==> config.mk <==
export PLATFORM = sky130hd
export DESIGN_NAME = encoder_8b10b_tx
export DESIGN_NICKNAME = d
export VERILOG_FILES = /design/src/rtl/pcs_8b10b_pkg.sv /design/src/rtl/enc_8b10b_lut.sv /design/src/rtl/encoder_8b10b_tx.sv
export SDC_FILE = /design/constraint.sdc
export NUM_CORES = 1
export LEC_CHECK = 0
export ABC_AREA = 1
export ABC_CLOCK_PERIOD_IN_PS = 1500
export CORE_UTILIZATION = 55
export CTS_BUF_LIST = sky130_fd_sc_hd__clkbuf_4
export DETAILED_ROUTE_END_ITERATION = 6
export PLACE_DENSITY = 0.91
export RECOVER_POWER = 50
export REMOVE_ABC_BUFFERS = 1
export SLEW_MARGIN = 30
export SYNTH_ARGS = -nofsm -noshare
export SYNTH_HDL_FRONTEND = slang
export SYNTH_HIERARCHICAL = 1
export SYNTH_SLANG_ARGS = --single-unit
==> constraint.sdc <==
create_clock -name clk -period 1.5 [get_ports clk]
set_input_delay 0.3 -clock clk [delete_from_list [all_inputs] [get_ports clk]]
set_output_delay 0.3 -clock clk [all_outputs]
set_load 0.01 [all_outputs]
==> src/rtl/pcs_8b10b_pkg.sv <==
// Shared 8b/10b PCS definitions: widths, running-disparity encoding, comma constants.
package pcs_8b10b_pkg;

  localparam int unsigned DATA_W = 8;
  localparam int unsigned CODE_W = 10;
  localparam int unsigned X_W    = 5;
  localparam int unsigned Y_W    = 3;
  localparam int unsigned SIX_W  = 6;
  localparam int unsigned FOUR_W = 4;

  // Running disparity: 0 = RD-, 1 = RD+
  typedef enum logic {
    RD_NEG = 1'b0,
    RD_POS = 1'b1
  } rd_e;

  // Code group layout: [9:6] = fghj (f at bit 9), [5:0] = abcdei (a at bit 5)
  localparam logic [CODE_W-1:0] K28_5_RDN = 10'h28F;
  localparam logic [CODE_W-1:0] K28_5_RDP = 10'h170;

  localparam logic [X_W-1:0] K28_X = 5'd28;
  localparam logic [Y_W-1:0] K28_5_Y = 3'd5;

  // Byte/control pair presented to the encoder table
  typedef struct packed {
    logic              k;
    logic [DATA_W-1:0] data;
  } enc_in_t;

  // Encoder table result
  typedef struct packed {
    logic [CODE_W-1:0] code;
    logic              rd;
    logic              err;
  } enc_out_t;

endpackage

==> src/rtl/enc_8b10b_lut.sv <==
// Combinational 8b/10b encoder: 5b/6b and 3b/4b tables, K-code validity, next RD.
module enc_8b10b_lut
  import pcs_8b10b_pkg::*;
(
  input  logic [DATA_W-1:0] i_data,
  input  logic              i_k,
  input  logic              i_rd,
  output logic [CODE_W-1:0] o_code_c,
  output logic              o_rd_c,
  output logic              o_err_c
);

  // 5b/6b RD- column; MSB flags an unbalanced (4 ones) sub-block
  function automatic logic [SIX_W:0] six_rdn(input logic [X_W-1:0] x);
    logic [SIX_W:0] r;
    r = {1'b0, 6'b000000};
    case (x)
      5'd0:  r = {1'b1, 6'b100111};
      5'd1:  r = {1'b1, 6'b011101};
      5'd2:  r = {1'b1, 6'b101101};
      5'd3:  r = {1'b0, 6'b110001};
      5'd4:  r = {1'b1, 6'b110101};
      5'd5:  r = {1'b0, 6'b101001};
      5'd6:  r = {1'b0, 6'b011001};
      5'd7:  r = {1'b0, 6'b111000};
      5'd8:  r = {1'b1, 6'b111001};
      5'd9:  r = {1'b0, 6'b100101};
      5'd10: r = {1'b0, 6'b010101};
      5'd11: r = {1'b0, 6'b110100};
      5'd12: r = {1'b0, 6'b001101};
      5'd13: r = {1'b0, 6'b101100};
      5'd14: r = {1'b0, 6'b011100};
      5'd15: r = {1'b1, 6'b010111};
      5'd16: r = {1'b1, 6'b011011};
      5'd17: r = {1'b0, 6'b100011};
      5'd18: r = {1'b0, 6'b010011};
      5'd19: r = {1'b0, 6'b110010};
      5'd20: r = {1'b0, 6'b001011};
      5'd21: r = {1'b0, 6'b101010};
      5'd22: r = {1'b0, 6'b011010};
      5'd23: r = {1'b1, 6'b111010};
      5'd24: r = {1'b1, 6'b110011};
      5'd25: r = {1'b0, 6'b100110};
      5'd26: r = {1'b0, 6'b010110};
      5'd27: r = {1'b1, 6'b110110};
      5'd28: r = {1'b0, 6'b001110};
      5'd29: r = {1'b1, 6'b101110};
      5'd30: r = {1'b1, 6'b011110};
      5'd31: r = {1'b1, 6'b101011};
      default: r = {1'b0, 6'b000000};
    endcase
    return r;
  endfunction

  // 3b/4b data RD- column; MSB flags an unbalanced sub-block
  function automatic logic [FOUR_W:0] d4_rdn(input logic [Y_W-1:0] y, input logic a7);
    logic [FOUR_W:0] r;
    r = {1'b0, 4'b0000};
    case (y)
      3'd0: r = {1'b1, 4'b1011};
      3'd1: r = {1'b0, 4'b1001};
      3'd2: r = {1'b0, 4'b0101};
      3'd3: r = {1'b0, 4'b1100};
      3'd4: r = {1'b1, 4'b1101};
      3'd5: r = {1'b0, 4'b1010};
      3'd6: r = {1'b0, 4'b0110};
      3'd7: r = a7 ? {1'b1, 4'b0111} : {1'b1, 4'b1110};
      default: r = {1'b0, 4'b0000};
    endcase
    return r;
  endfunction

  // 3b/4b control RD- column; the RD+ column is always the complement
  function automatic logic [FOUR_W:0] k4_rdn(input logic [Y_W-1:0] y);
    logic [FOUR_W:0] r;
    r = {1'b0, 4'b0000};
    case (y)
      3'd0: r = {1'b1, 4'b1011};
      3'd1: r = {1'b0, 4'b0110};
      3'd2: r = {1'b0, 4'b1010};
      3'd3: r = {1'b0, 4'b1100};
      3'd4: r = {1'b1, 4'b1101};
      3'd5: r = {1'b0, 4'b0101};
      3'd6: r = {1'b0, 4'b1001};
      3'd7: r = {1'b1, 4'b0111};
      default: r = {1'b0, 4'b0000};
    endcase
    return r;
  endfunction

  logic [X_W-1:0]    w_x_raw;
  logic [Y_W-1:0]    w_y_raw;
  logic [X_W-1:0]    w_x;
  logic [Y_W-1:0]    w_y;
  logic              w_k_ok;
  logic              w_k28;
  logic [SIX_W:0]    w_six_tab;
  logic [SIX_W-1:0]  w_six;
  logic              w_rd6;
  logic              w_a7;
  logic [FOUR_W:0]   w_four_tab;
  logic [FOUR_W-1:0] w_four;

  // Table lookup, with unsupported control codes replaced by K28.5
  always_comb begin
    w_x_raw    = i_data[X_W-1:0];
    w_y_raw    = i_data[DATA_W-1:X_W];
    w_k_ok     = (w_x_raw == K28_X) ||
                 ((w_y_raw == 3'd7) && ((w_x_raw == 5'd23) || (w_x_raw == 5'd27) ||
                                        (w_x_raw == 5'd29) || (w_x_raw == 5'd30)));
    o_err_c    = i_k & ~w_k_ok;
    w_x        = o_err_c ? K28_X   : w_x_raw;
    w_y        = o_err_c ? K28_5_Y : w_y_raw;
    w_k28      = i_k & (w_x == K28_X);

    // 6b: complement at RD+ for unbalanced codes and for D.7
    w_six_tab  = w_k28 ? {1'b1, 6'b001111} : six_rdn(w_x);
    w_six      = (i_rd & (w_six_tab[SIX_W] | (w_x == 5'd7))) ? ~w_six_tab[SIX_W-1:0]
                                                             : w_six_tab[SIX_W-1:0];
    w_rd6      = i_rd ^ w_six_tab[SIX_W];

    // 4b: alternate A7 avoids a run of five across the sub-block boundary
    w_a7       = (~w_rd6 & ((w_x == 5'd17) || (w_x == 5'd18) || (w_x == 5'd20))) |
                 ( w_rd6 & ((w_x == 5'd11) || (w_x == 5'd13) || (w_x == 5'd14)));
    w_four_tab = i_k ? k4_rdn(w_y) : d4_rdn(w_y, w_a7);
    w_four     = (w_rd6 & (i_k | w_four_tab[FOUR_W] | (w_y == 3'd3))) ? ~w_four_tab[FOUR_W-1:0]
                                                                      : w_four_tab[FOUR_W-1:0];

    o_code_c   = {w_four, w_six};
    o_rd_c     = w_rd6 ^ w_four_tab[FOUR_W];
  end

endmodule

==> src/rtl/encoder_8b10b_tx.sv <==
// 8b/10b transmit encoder: one registered code group per cycle, optional idle comma insertion.
module encoder_8b10b_tx
  import pcs_8b10b_pkg::*;
#(
  parameter bit IDLE_COMMA = 1'b1
) (
  input  logic              clk,
  input  logic              rst_n,
  input  logic [DATA_W-1:0] data_in,
  input  logic              k_in,
  input  logic              valid_in,
  output logic [CODE_W-1:0] data_out,
  output logic              valid_out,
  output logic              idle_out,
  output logic              rd_out,
  output logic              code_err
);

  enc_in_t           w_lut_in;
  logic [CODE_W-1:0] w_code;
  logic              w_rd_next;
  logic              w_err;

  rd_e               r_rd;
  logic [CODE_W-1:0] r_data;
  logic              r_valid;
  logic              r_idle;
  logic              r_err;

  // Pack the incoming byte for the table
  always_comb begin
    w_lut_in      = '0;
    w_lut_in.k    = k_in;
    w_lut_in.data = data_in;
  end

  enc_8b10b_lut u_lut (
    .i_data   (w_lut_in.data),
    .i_k      (w_lut_in.k),
    .i_rd     (r_rd == RD_POS),
    .o_code_c (w_code),
    .o_rd_c   (w_rd_next),
    .o_err_c  (w_err)
  );

  // Output and running-disparity registers
  always_ff @(posedge clk or negedge rst_n) begin
    if (!rst_n) begin
      r_rd    <= RD_NEG;
      r_data  <= '0;
      r_valid <= 1'b0;
      r_idle  <= 1'b0;
      r_err   <= 1'b0;
    end else if (valid_in) begin
      r_rd    <= rd_e'(w_rd_next);
      r_data  <= w_code;
      r_valid <= 1'b1;
      r_idle  <= 1'b0;
      r_err   <= w_err;
    end else if (IDLE_COMMA) begin
      // K28.5 always flips RD: unbalanced 6b, balanced 4b
      r_rd    <= (r_rd == RD_POS) ? RD_NEG : RD_POS;
      r_data  <= (r_rd == RD_POS) ? K28_5_RDP : K28_5_RDN;
      r_valid <= 1'b1;
      r_idle  <= 1'b1;
      r_err   <= 1'b0;
    end else begin
      r_valid <= 1'b0;
      r_idle  <= 1'b0;
      r_err   <= 1'b0;
    end
  end

  assign data_out  = r_data;
  assign valid_out = r_valid;
  assign idle_out  = r_idle;
  assign rd_out    = (r_rd == RD_POS);
  assign code_err  = r_err;

endmodule

==> results.md, run 1 <==
Yosys:
- The average instance area after synthesis is 6.59 um^2.
- The netlist area before placement is 1470 um^2.
- The fraction of synthesis flops using an asynchronous set or reset pin is 100%.
- The synthesis-stage register bit count is 14.
- The number of warning messages in the yosys log is 6.
- The distinct cell type count after synthesis is 30.
- The most used flip-flop cell after synthesis is sky130_fd_sc_hd__dfrtp_1.
- The synthesized instance count is 223.
- The count of flip-flops with a built-in enable after synthesis is 0.
- The sequential element share of the synthesized area is 23.9%.

Die:
- The floorplan die height is 53.7 um.
- Once the floorplan was initialized, standard cells occupied 58.8% of the core.
- 26 I/O pins were placed.
- The die width is 53.7 um.
- Row generation in the floorplan step produced 18 rows.

CTS:
- The total clock buffers created by CTS is 3.
- The total clock sinks is 14.
- Once the clock tree was built, the resizer swapped 83 gates to a different size.
- Hold repair after CTS inserted 0 buffers.
- In this run the post-CTS setup repair buffer count came out at 12.
- The clock passes through at most 2 buffers.
- The deepest level of the CTS H-tree is 1.
- The master cell of the clock root buffer is sky130_fd_sc_hd__clkbuf_4.

Run status:
- The flow did not finish.
- The stage at which the flow ended is clock tree synthesis (4_1_cts).
- The tool reported: "[ERROR DPL-0033] detailed placement checks failed during check placement".

Placement:
- At the end of routability-driven placement, the weighted congestion stood at 1.07.
- The count of buffers added on input and output ports is 25.
- The placed wire-length estimate is 3120 um.
Yosys cell counts, types with 4 or more instances:
cell type	number	area (um^2)
sky130_fd_sc_hd__nand2_1	63	236
sky130_fd_sc_hd__inv_1	24	90.1
sky130_fd_sc_hd__nand3_1	21	105
sky130_fd_sc_hd__nor2_1	19	71.3
sky130_fd_sc_hd__o21ai_0	16	80.1
sky130_fd_sc_hd__dfrtp_1	14	350
sky130_fd_sc_hd__ha_1	13	163
sky130_fd_sc_hd__a21oi_1	9	45.0
sky130_fd_sc_hd__nand2_2	7	43.8
sky130_fd_sc_hd__xnor2_1	5	43.8
sky130_fd_sc_hd__o211ai_1	4	30.0
sky130_fd_sc_hd__xor2_1	4	35.0
kinds of logic after synthesis:
group                      synth area share, %
xor gates and xnor gates                  5.37
adders and majority gates                 11.1
other                                    0.255
and+or+nand+nor                           34.3
DFF                                       23.9
AOI/OAI and AO/OA                         15.9
buffers and inverters                     9.20
metrics by stage:
stage               cell area (um^2)  std cells  utilization (%)  worst slack, ns  TNS [ns]
detailed placement              2130        329             85.3            -1.62    -17.37
floorplan                       1440        220                -            -1.19    -12.14
global placement                2130        329             85.3            -1.52    -16.10
==> run 2: changes to the inputs <==
--- a/config.mk
+++ b/config.mk
@@ -7,10 +7,9 @@
 export LEC_CHECK = 0
 export ABC_AREA = 1
 export ABC_CLOCK_PERIOD_IN_PS = 1500
-export CORE_UTILIZATION = 55
-export CTS_BUF_LIST = sky130_fd_sc_hd__clkbuf_4
+export CORE_UTILIZATION = 40
 export DETAILED_ROUTE_END_ITERATION = 6
-export PLACE_DENSITY = 0.91
+export PLACE_DENSITY_LB_ADDON = 0.15
 export RECOVER_POWER = 50
 export REMOVE_ABC_BUFFERS = 1
 export SLEW_MARGIN = 30
==> run 2 against run 1 <==
Effect of this change:
- the flow now finishes, with violations (setup timing)
- synthesized cell count unchanged
- area after synthesis unchanged
==> results.md, run 2 <==
Yosys:
- The cell accounting for the most synthesized area is sky130_fd_sc_hd__dfrtp_1 (unchanged).
- The leading cell type by number of instances after synthesis is sky130_fd_sc_hd__nand2_1 (unchanged).
- The number of warning messages in the yosys log was 6 (unchanged).
- The netlist area before placement was 1470 um^2 (unchanged).
- The main flop type after synthesis is sky130_fd_sc_hd__dfrtp_1 (unchanged).
- The distinct cell type count after synthesis came to 30 (unchanged).
- The share of the synthesized area in the top cell type came to 23.9% (unchanged).
- Largest cells by area after synthesis: sky130_fd_sc_hd__dfrtp_1, sky130_fd_sc_hd__nand2_1, sky130_fd_sc_hd__ha_1, sky130_fd_sc_hd__nand3_1, sky130_fd_sc_hd__inv_1 (unchanged).
- The synthesized instance count is 223 (unchanged).
- The count of flip-flops with a built-in enable after synthesis is 0 (unchanged).
- The fraction of synthesis flops using an asynchronous set or reset pin is 100% (unchanged).
- The sequential element share of the synthesized area was 23.9% (unchanged).
- The synthesis-stage register bit count is 14 (unchanged).
- The average instance area after synthesis came to 6.59 um^2 (unchanged).
- Post-synth top cells: sky130_fd_sc_hd__nand2_1, sky130_fd_sc_hd__inv_1, sky130_fd_sc_hd__nand3_1 (unchanged).

CTS:
- The CTS tree is built.
- The maximum root-to-sink buffer count is 2 (unchanged).
- The clock reaches the later pin of the worst-skew pair after 0.27 ns.
- The deepest level of the CTS H-tree was 1 (unchanged).
- The master cell of the clock root buffer is sky130_fd_sc_hd__clkbuf_4 (unchanged).
- The cts-stage hold buffer count is 0 (unchanged).
- The total clock buffers created by CTS is 3 (unchanged).
- The clock-pin transition on the worst setup and hold timing paths is 0.07 ns.
- The total clock sinks is 14 (unchanged).

Timing:
- The post-route fraction of the period consumed by the critical path is 154%.
- The final count of hold timing violations is 0.
- The count of final max-slew check failures is 0.
- Measured against its own limit, the worst slew margin works out to 63.0%.
- The time the worst path needs with I/O delays and setup is 2.32 ns.
- The final number of setup-violating endpoints is 11.
- The worst-margin pin slew is 0.554 ns.
- Setup repair after global routing could not meet its margin everywhere.
- The highest achievable clock rate is 432 MHz.
- The accumulated negative setup slack is -8.07 ns.
- The tightest hold path in the finished design has a slack of 0.455 ns.
- The final setup slack of the worst path is -0.816 ns.
- The clock skew is 0.00377 ns.

Run status:
- The checks that failed: setup timing.
- Result of the run: complete, but fails checks (was aborted with a tool error).

Placement:
- The placed wire-length estimate came to 2830 um (was 3120 um).
- The placer's final routability congestion estimate is 0.910 (was 1.07).
- The count of placed standard cells including taps is 347 (was 329).
- The quantity of I/O buffers inserted on ports is 25 (unchanged).
- The placed standard-cell area is 2180 um^2 (was 2130 um^2).

Setup path:
- The maximum fanout encountered on the critical timing path is 6.
- The class of the most critical setup path is in2reg.
- The startpoint of the most critical register-to-register path is rd_out$_DFF_PN0_.
- The critical path data arrival time is 2.51 ns.
- STA puts the critical path data required time at 1.70 ns.
- Counting cells, the worst reg-to-reg path comes to 11.
- In this run the worst setup path begins at data_in[0].
- The worst setup path is launched from an input pin.
- The endpoint of the most critical register-to-register path is data_out[9]$_DFF_PN0_.
- The worst setup path endpoint is data_out[1]$_DFF_PN0_.
- The worst setup path is captured at a flip-flop.
- The worst-case register-to-register setup slack is 0.03 ns.

Finish:
- At the end of the flow the core is filled with cells to 78.9%.
- The finished layout holds 370 standard cells, fillers aside.
- The layout cell share with drive strength beyond 1 is 49.1%.
- Summing all multi-input logic gate instances after layout gives 1320 um^2.
- Leaving out fill and tap cells, the most frequent cells in the layout are sky130_fd_sc_hd__buf_4, sky130_fd_sc_hd__nand2_1, sky130_fd_sc_hd__inv_1, sky130_fd_sc_hd__clkdlybuf4s50_1, sky130_fd_sc_hd__dfrtp_1.
- The number of diodes is 0.
- The register with the most flip-flops in the layout has 10 of them.
- The filler cells instantiated in the layout total 246.
- From synthesis to final layout, the design area changed by 83.6%.
- Registers take 352 um^2.
- After routing the design area is 2700 um^2.
- The post-layout net count is 350.
- Leaving out fill and tap cells, the most frequent cell in the layout is sky130_fd_sc_hd__buf_4.

Die:
- The row count came to 21 (was 18).
- The count of pins on the block boundary came to 26 (unchanged).
- The starting density of the core was 43.0% (was 58.8%).
- After floorplanning, the core was sized to cover 3420 um^2.
- The die width is 62.6 um (was 53.7 um).
- The floorplan die height is 62.6 um (was 53.7 um).
- The die footprint is 3920 um^2.

GRT:
- The number of antenna violations at the first check in global routing is 0.
- The total overflow left after global routing is 0.
- The number of global-route vias before repair is 1734.
- The first global-routing pass estimated 7040 um of wire.
- The total routing resource utilization after global routing is 22.2%.
- Entering global routing, the biggest net connects 21 pins.

Min path:
- In this run the worst hold path is classified as in2async.

Detailed routing:
- After detailed routing, the number of vias per cell comes to 4.86.
- After detailed routing, the number of remaining DRC violations is 0.
- The total number of vias is 1800.
- Once detail routing completed, the nets flagged for antenna violations numbered 0.
- Before antenna repair, the detailed router went through 4 iterations.
- The initial DRC count is 42.
- The wire length reported by the detailed router is 4290 um.
- In the final routed layout, each cell accounts on average for 11.6 um.

Pwr:
- For this design the ratio of total power to cell area is 778 nW/um^2.
- The standby leakage power is 1.34 nW.
- VDD sags by at most 0.281 mV.

Run:
- The number of violations of the max-capacitance limit is 0.
run 2: cell type report:
type                            instances  area share, %
Clock buffer                            4           1.35
Inverter                               28           4.18
Multi-Input combinational cell        178           48.8
Sequential cell                        14           13.0
Tap cell                               46           2.13
Timing Repair Buffer                  100           30.5
run 2: critical path, cell delays in order:
cell,delay [ns]
sky130_fd_sc_hd__buf_6,0.09
sky130_fd_sc_hd__or2_0,0.22
sky130_fd_sc_hd__nand2_1,0.09
sky130_fd_sc_hd__nand3_2,0.09
sky130_fd_sc_hd__nand2_2,0.08
sky130_fd_sc_hd__inv_2,0.05
sky130_fd_sc_hd__nor2_4,0.10
sky130_fd_sc_hd__buf_6,0.13
sky130_fd_sc_hd__ha_4,0.19
sky130_fd_sc_hd__inv_2,0.06
sky130_fd_sc_hd__nand3_2,0.08
sky130_fd_sc_hd__nand3_2,0.10
sky130_fd_sc_hd__nand3_4,0.12
sky130_fd_sc_hd__nand2_4,0.13
sky130_fd_sc_hd__buf_6,0.11
sky130_fd_sc_hd__o21ai_4,0.05
sky130_fd_sc_hd__nand2_4,0.16
sky130_fd_sc_hd__xor2_1,0.18
sky130_fd_sc_hd__nand2_1,0.08
sky130_fd_sc_hd__o21ai_1,0.07
run 2: power by group:
part	internal (W)	total [W]	switching, W
registers	0.000477	0.000502	0.0000246
clock network	0.000147	0.000249	0.000102
logic	0.000674	0.00135	0.000673
run 2: worst min-delay path by stage:
stage / from / endpoint / cells after the start
4_1_cts: rst_n / code_err$_DFF_PN0_ / 1
3_3_place_gp: rst_n / data_out[0]$_DFF_PN0_ / 1
5_1_grt: rst_n / code_err$_DFF_PN0_ / 1
3_5_place_dp: rst_n / data_out[0]$_DFF_PN0_ / 1
6_report: rst_n / code_err$_DFF_PN0_ / 1
2_1_floorplan: rst_n / code_err$_DFF_PN0_ / 0
run 2: cell families (layout without fill, tap and decap cells):
| family | Yosys count | in the layout | synth area share, % |
|---|---|---|---|
| other cells | 1 | 1 | 0.255 |
| fa+ha+maj | 13 | 13 | 11.1 |
| simple gates | 116 | 116 | 34.3 |
| flops | 14 | 14 | 23.9 |
| buf+inv | 31 | 132 | 9.20 |
| xor+xnor | 9 | 9 | 5.37 |
| compound gates | 39 | 39 | 15.9 |
run 2: what timing repair did:
action | CTS | global route
setup buffers | 15 | 4
resized for setup | 86 | 43
setup endpoints to repair | 12 | 12
gates cloned | 0 | 0
pin swaps | 37 | 37
run 2: layer usage:
layer | global-route usage [%] | wire [um]
met5 | 0 | 0
met4 | 7.85 | 103
met3 | 1.28 | 151
met2 | 45.0 | 2310
met1 | 23.5 | 1730
run 2: through the flow:
stage / power (W) / setup WS (ns)
after floorplan: 0.00106 / -1.19
after detailed placement: 0.00155 / -1.57
after global routing: 0.00225 / -0.958
after global placement: 0.00154 / -1.55
after CTS: 0.00197 / -0.674
final: 0.00210 / -0.816
Power figures use the tool's default switching activity.
==> run 3: changes to the inputs <==
--- a/config.mk
+++ b/config.mk
@@ -7,13 +7,13 @@
 export LEC_CHECK = 0
 export ABC_AREA = 1
 export ABC_CLOCK_PERIOD_IN_PS = 1500
+export CAP_MARGIN = 10
 export CORE_UTILIZATION = 40
 export DETAILED_ROUTE_END_ITERATION = 6
 export PLACE_DENSITY_LB_ADDON = 0.15
 export RECOVER_POWER = 50
 export REMOVE_ABC_BUFFERS = 1
-export SLEW_MARGIN = 30
+export SLEW_MARGIN = 15
 export SYNTH_ARGS = -nofsm -noshare
 export SYNTH_HDL_FRONTEND = slang
-export SYNTH_HIERARCHICAL = 1
 export SYNTH_SLANG_ARGS = --single-unit
==> run 3 against run 2 <==
Effect of this change:
- the run still ends with setup timing left
- hold slack better by 0.15 ns
- global-route usage is 2.5 points higher
- clock power grew 39%
- wire length is 11% higher
- first-iteration DRC count up 9.5%
- fmax increased by 4.9%
- sequential cell count unchanged
- critical path depth is 4 higher
- sequential power is essentially flat
- critical path type unchanged
- largest cell class unchanged
- largest power group unchanged
==> results.md, run 3 <==
Yosys:
- The count of flip-flops with a built-in enable after synthesis came to 0 (unchanged).
- The share of the synthesized area in compound gates (AO/OA/AOI/OAI) was 14.0% (was 15.9%).
- The adder and majority gate portion of the synthesized area was 10.6% (was 11.1%).
- The share of the synthesized area in the top cell type came to 22.9% (was 23.9%).
- The XOR/XNOR share of the synthesized area is 4.57% (was 5.37%).
- The multiplexer share of the synthesized area is 0% (unchanged).
- The synthesis-stage register bit count is 14 (unchanged).
- The main flop type after synthesis is sky130_fd_sc_hd__dfrtp_1 (unchanged).
- The distinct cell type count after synthesis came to 32 (was 30).
- The netlist area before placement was 1530 um^2 (was 1470 um^2).
- The sequential element share of the synthesized area came to 22.9% (was 23.9%).
- Largest cells by area after synthesis: sky130_fd_sc_hd__dfrtp_1, sky130_fd_sc_hd__nand2_1, sky130_fd_sc_hd__ha_1, sky130_fd_sc_hd__nand3_1, sky130_fd_sc_hd__inv_1 (unchanged).
- The cell accounting for the most synthesized area is sky130_fd_sc_hd__dfrtp_1 (unchanged).
- The largest family of logic cells by synthesized area is simple AND/OR/NAND/NOR gates (unchanged).
- The post-synthesis simple-gate area fraction is 37.9% (was 34.3%).
- The number of warning messages in the yosys log is 0 (was 6).
- Post-synth top cells: sky130_fd_sc_hd__nand2_1, sky130_fd_sc_hd__inv_1, sky130_fd_sc_hd__nand3_1 (unchanged).
- The average instance area after synthesis came to 6.84 um^2 (was 6.59 um^2).
- The synthesized instance count was 224 (was 223).
- The fraction of synthesis flops using an asynchronous set or reset pin is 100% (unchanged).
- The leading cell type by number of instances after synthesis was sky130_fd_sc_hd__nand2_1 (unchanged).

CTS:
- The deepest level of the CTS H-tree is 1 (unchanged).
- The total clock sinks is 14 (unchanged).
- The latest clock arrival within the worst-skew pair is 0.24 ns (was 0.27 ns).
- The master cell of the clock root buffer is sky130_fd_sc_hd__clkbuf_8 (was sky130_fd_sc_hd__clkbuf_4).
- The cts-stage hold buffer count came to 0 (unchanged).
- The maximum root-to-sink buffer count was 2 (unchanged).
- The clock-pin transition on the worst setup and hold timing paths is 0.05 ns (was 0.07 ns).
- The total clock buffers created by CTS is 3 (unchanged).
- The CTS tree is built (unchanged).

Timing:
- The worst-margin pin slew is 0.658 ns (was 0.554 ns).
- The count of final max-slew check failures is 0 (unchanged).
- The clock skew is 0.00409 ns (was 0.00377 ns).
- The final setup slack of the worst path came to -0.708 ns (was -0.816 ns).
- The highest achievable clock rate was 453 MHz (was 432 MHz).
- The hold slack is 0.601 ns (was 0.455 ns).
- The final number of setup-violating endpoints is 11 (unchanged).
- The accumulated negative setup slack is -7.08 ns (was -8.07 ns).
- The time the worst path needs with I/O delays and setup is 2.21 ns (was 2.32 ns).
- The final count of hold timing violations is 0 (unchanged).
- The post-route fraction of the period consumed by the critical path is 147% (was 154%).
- Unrepaired setup endpoints after global routing: yes (unchanged).
- The max-slew headroom at the worst pin is 56.1% (was 63.0%).

Finish:
- The non-filler instance count after layout is 371 (was 370).
- The leading cell type in the layout, fill and taps excluded is sky130_fd_sc_hd__buf_4 (unchanged).
- Leading cell types in the layout, fill and taps excluded: sky130_fd_sc_hd__buf_4, sky130_fd_sc_hd__nand2_1, sky130_fd_sc_hd__inv_2, sky130_fd_sc_hd__clkdlybuf4s50_1, sky130_fd_sc_hd__nor2_1 (was sky130_fd_sc_hd__buf_4, sky130_fd_sc_hd__nand2_1, sky130_fd_sc_hd__inv_1, sky130_fd_sc_hd__clkdlybuf4s50_1, sky130_fd_sc_hd__dfrtp_1).
- The post-layout net count came to 349 (was 350).
- The area overhead of the layout relative to synthesis is 80.4% (was 83.6%).
- The layout cell share with drive strength beyond 1 came to 53.9% (was 49.1%).
- The number of flip-flops under the largest register name is 10 (unchanged).
- The number of diodes is 0 (unchanged).

Run status:
- Violations in the final reports: setup timing (unchanged).
- Result of the run: complete, but fails checks (unchanged).

Pwr:
- The power per cell area is 793 nW/um^2 (was 778 nW/um^2).
- The total power draw came to 0.00219 W (was 0.00210 W).
- The highest ir drop seen on vdd is 0.318 mV (was 0.281 mV).
- The standby leakage power is 1.33 nW (was 1.34 nW).

Setup path:
- The maximum fanout encountered on the critical timing path is 4 (was 6).
- The critical path's most frequent cell is sky130_fd_sc_hd__nand2_4.
- The category of the worst setup path launch point was an input pin (unchanged).
- The critical path data arrival time is 2.33 ns (was 2.51 ns).
- The beginning of the critical path is data_in[0] (unchanged).
- The sum of buffers and inverters on the critical path is 5 (unchanged).
- The startpoint of the most critical register-to-register path is rd_out$_DFF_PN0_ (unchanged).
- Cells traversed along the worst timing path: buf_8, nand2_4, nor2_2, nor2_1, nand3_2, nand2_4, inv_4, nor2_4, buf_6, buf_6, ha_4, inv_4, nand2_4, nand3_4, nand3_4, nand2_4, nand2_4, nand3_2, nand3_2, nand2_2, nand2_1, nand2_1, nand3_1, nand2_1 (was buf_6, or2_0, nand2_1, nand3_2, nand2_2, inv_2, nor2_4, buf_6, ha_4, inv_2, nand3_2, nand3_2, nand3_4, nand2_4, buf_6, o21ai_4, nand2_4, xor2_1, nand2_1, o21ai_1).
- The category of the worst setup path capture point is a flip-flop (unchanged).
- The required time of the critical path is 1.62 ns (was 1.70 ns).
- The class of the most critical setup path is in2reg (unchanged).
- The delay of the slowest cell on the worst path was 0.14 ns (was 0.22 ns).
- The family with the most delay on the worst path is simple AND/OR/NAND/NOR gates (unchanged).
- The cell with the largest stage delay on the worst path was sky130_fd_sc_hd__buf_6 (was sky130_fd_sc_hd__or2_0).

GRT:
- The number of antenna violations at the first check in global routing is 0 (unchanged).
- The total routing resource utilization after global routing was 24.7% (was 22.2%).
- The global-route wire length before repair is 7880 um (was 7040 um).
- The number of global-route vias before repair is 1856 (was 1734).
- The global-route congestion overflow total came to 0 (unchanged).
- The pin count of the biggest net entering global routing is 15 (was 21).

Placement:
- The quantity of I/O buffers inserted on ports is 25 (unchanged).
- The count of placed standard cells including taps is 350 (was 347).
- The placer's final routability congestion estimate is 0.923 (was 0.910).
- The placed wire-length estimate is 3170 um (was 2830 um).

Min path:
- The type of the most critical hold path is in2async (unchanged).

Die:
- The die footprint is 4080 um^2 (was 3920 um^2).
- The floorplan die height is 63.9 um (was 62.6 um).
- The starting density of the core is 41.9% (was 43.0%).
- The core region area is 3660 um^2 (was 3420 um^2).
- The count of pins on the block boundary came to 26 (unchanged).
- The die width is 63.9 um (was 62.6 um).
- The row count is 22 (was 21).

Detailed routing:
- The total number of vias is 1819 (was 1800).
- The detail-routed net length per standard cell came to 12.9 um (was 11.6 um).
- The wire length reported by the detailed router was 4780 um (was 4290 um).
- The post-detailed-route count of antenna-violating nets is 0 (unchanged).
- The first-pass iteration count of the detailed router is 5 (was 4).
- The via-per-instance ratio is 4.90 (was 4.86).
- The DRC violations left is 0 (unchanged).
- The initial DRC count is 46 (was 42).

Run:
- The number of violations of the max-capacitance limit was 0 (unchanged).
-- run 3: changes by cell type in the layout (fill, tap and decap cells not counted), moves of 4 or more --
cell	delta
sky130_fd_sc_hd__inv_4	+4
sky130_fd_sc_hd__clkbuf_2	-4
sky130_fd_sc_hd__inv_2	+6
sky130_fd_sc_hd__nand3_1	+5
sky130_fd_sc_hd__nand3_4	+4
sky130_fd_sc_hd__nand2_1	-13
-- run 3: cells by family (layout without fill, tap and decap cells) --
family | Yosys count | in the layout
simple gates | 117 | 117
buf+inv | 37 | 136
compound gates | 34 | 34
flops | 14 | 14
fa+ha+maj | 13 | 13
xor+xnor | 8 | 8
other cells | 1 | 1
-- run 3: area by class of cell --
type | count | area [um^2]
multi-input combinational | 173 | 1360
fill | 252 | 896
timing repair buffer | 98 | 805
sequential | 14 | 352
inverter | 34 | 138
tap | 48 | 60.1
clock buffer | 4 | 55.1
-- run 3: through the flow --
step / util (%) / setup slack [ns] / area [um^2]
2_1_floorplan: - / -1.10 / 1520
3_3_place_gp: 61.3 / -1.42 / 2250
3_5_place_dp: 61.3 / -1.45 / 2250
4_1_cts: 73.7 / -0.663 / 2700
5_1_grt: 75.5 / -0.827 / 2770
6_report: 75.5 / -0.708 / 2770
-- run 3: where the power goes --
part	switching (W)	internal, W
clock	0.000115	0.000232
combinational	0.000672	0.000673
sequential	0.0000234	0.000479
total	0.000811	0.00138
-- run 3: final timing paths --
path / endpoint / slack, ns / cells past startpoint
setup / recovery: data_out[9]$_DFF_PN0_ / -0.71 / 24
hold / removal: data_out[0]$_DFF_PN0_ / 0.60 / 2
min in group clk: code_err$_DFF_PN0_ / 0.68 / 6
hold reg to reg: data_out[6]$_DFF_PN0_ / 0.83 / 4
max in group asynchronous: rd_out$_DFF_PN0_ / 0.43 / 2
setup reg to reg: data_out[9]$_DFF_PN0_ / 0.17 / 9
-- run 3: routing by layer --
metal | global-route usage (%) | wire [um] | vias up
li1 | - | - | 922
met1 | 27.1 | 1870 | 826
met2 | 48.8 | 2660 | 65
met3 | 1.61 | 194 | 6
met4 | 8.52 | 55 | 0
met5 | 0 | 0 | -
-- run 3: what timing repair did --
item                                    in CTS  in global routing
endpoints found under the setup margin      12                 11
pin swaps                                   37                 22
resized for setup                          112                 18
setup buffers                               17                  1
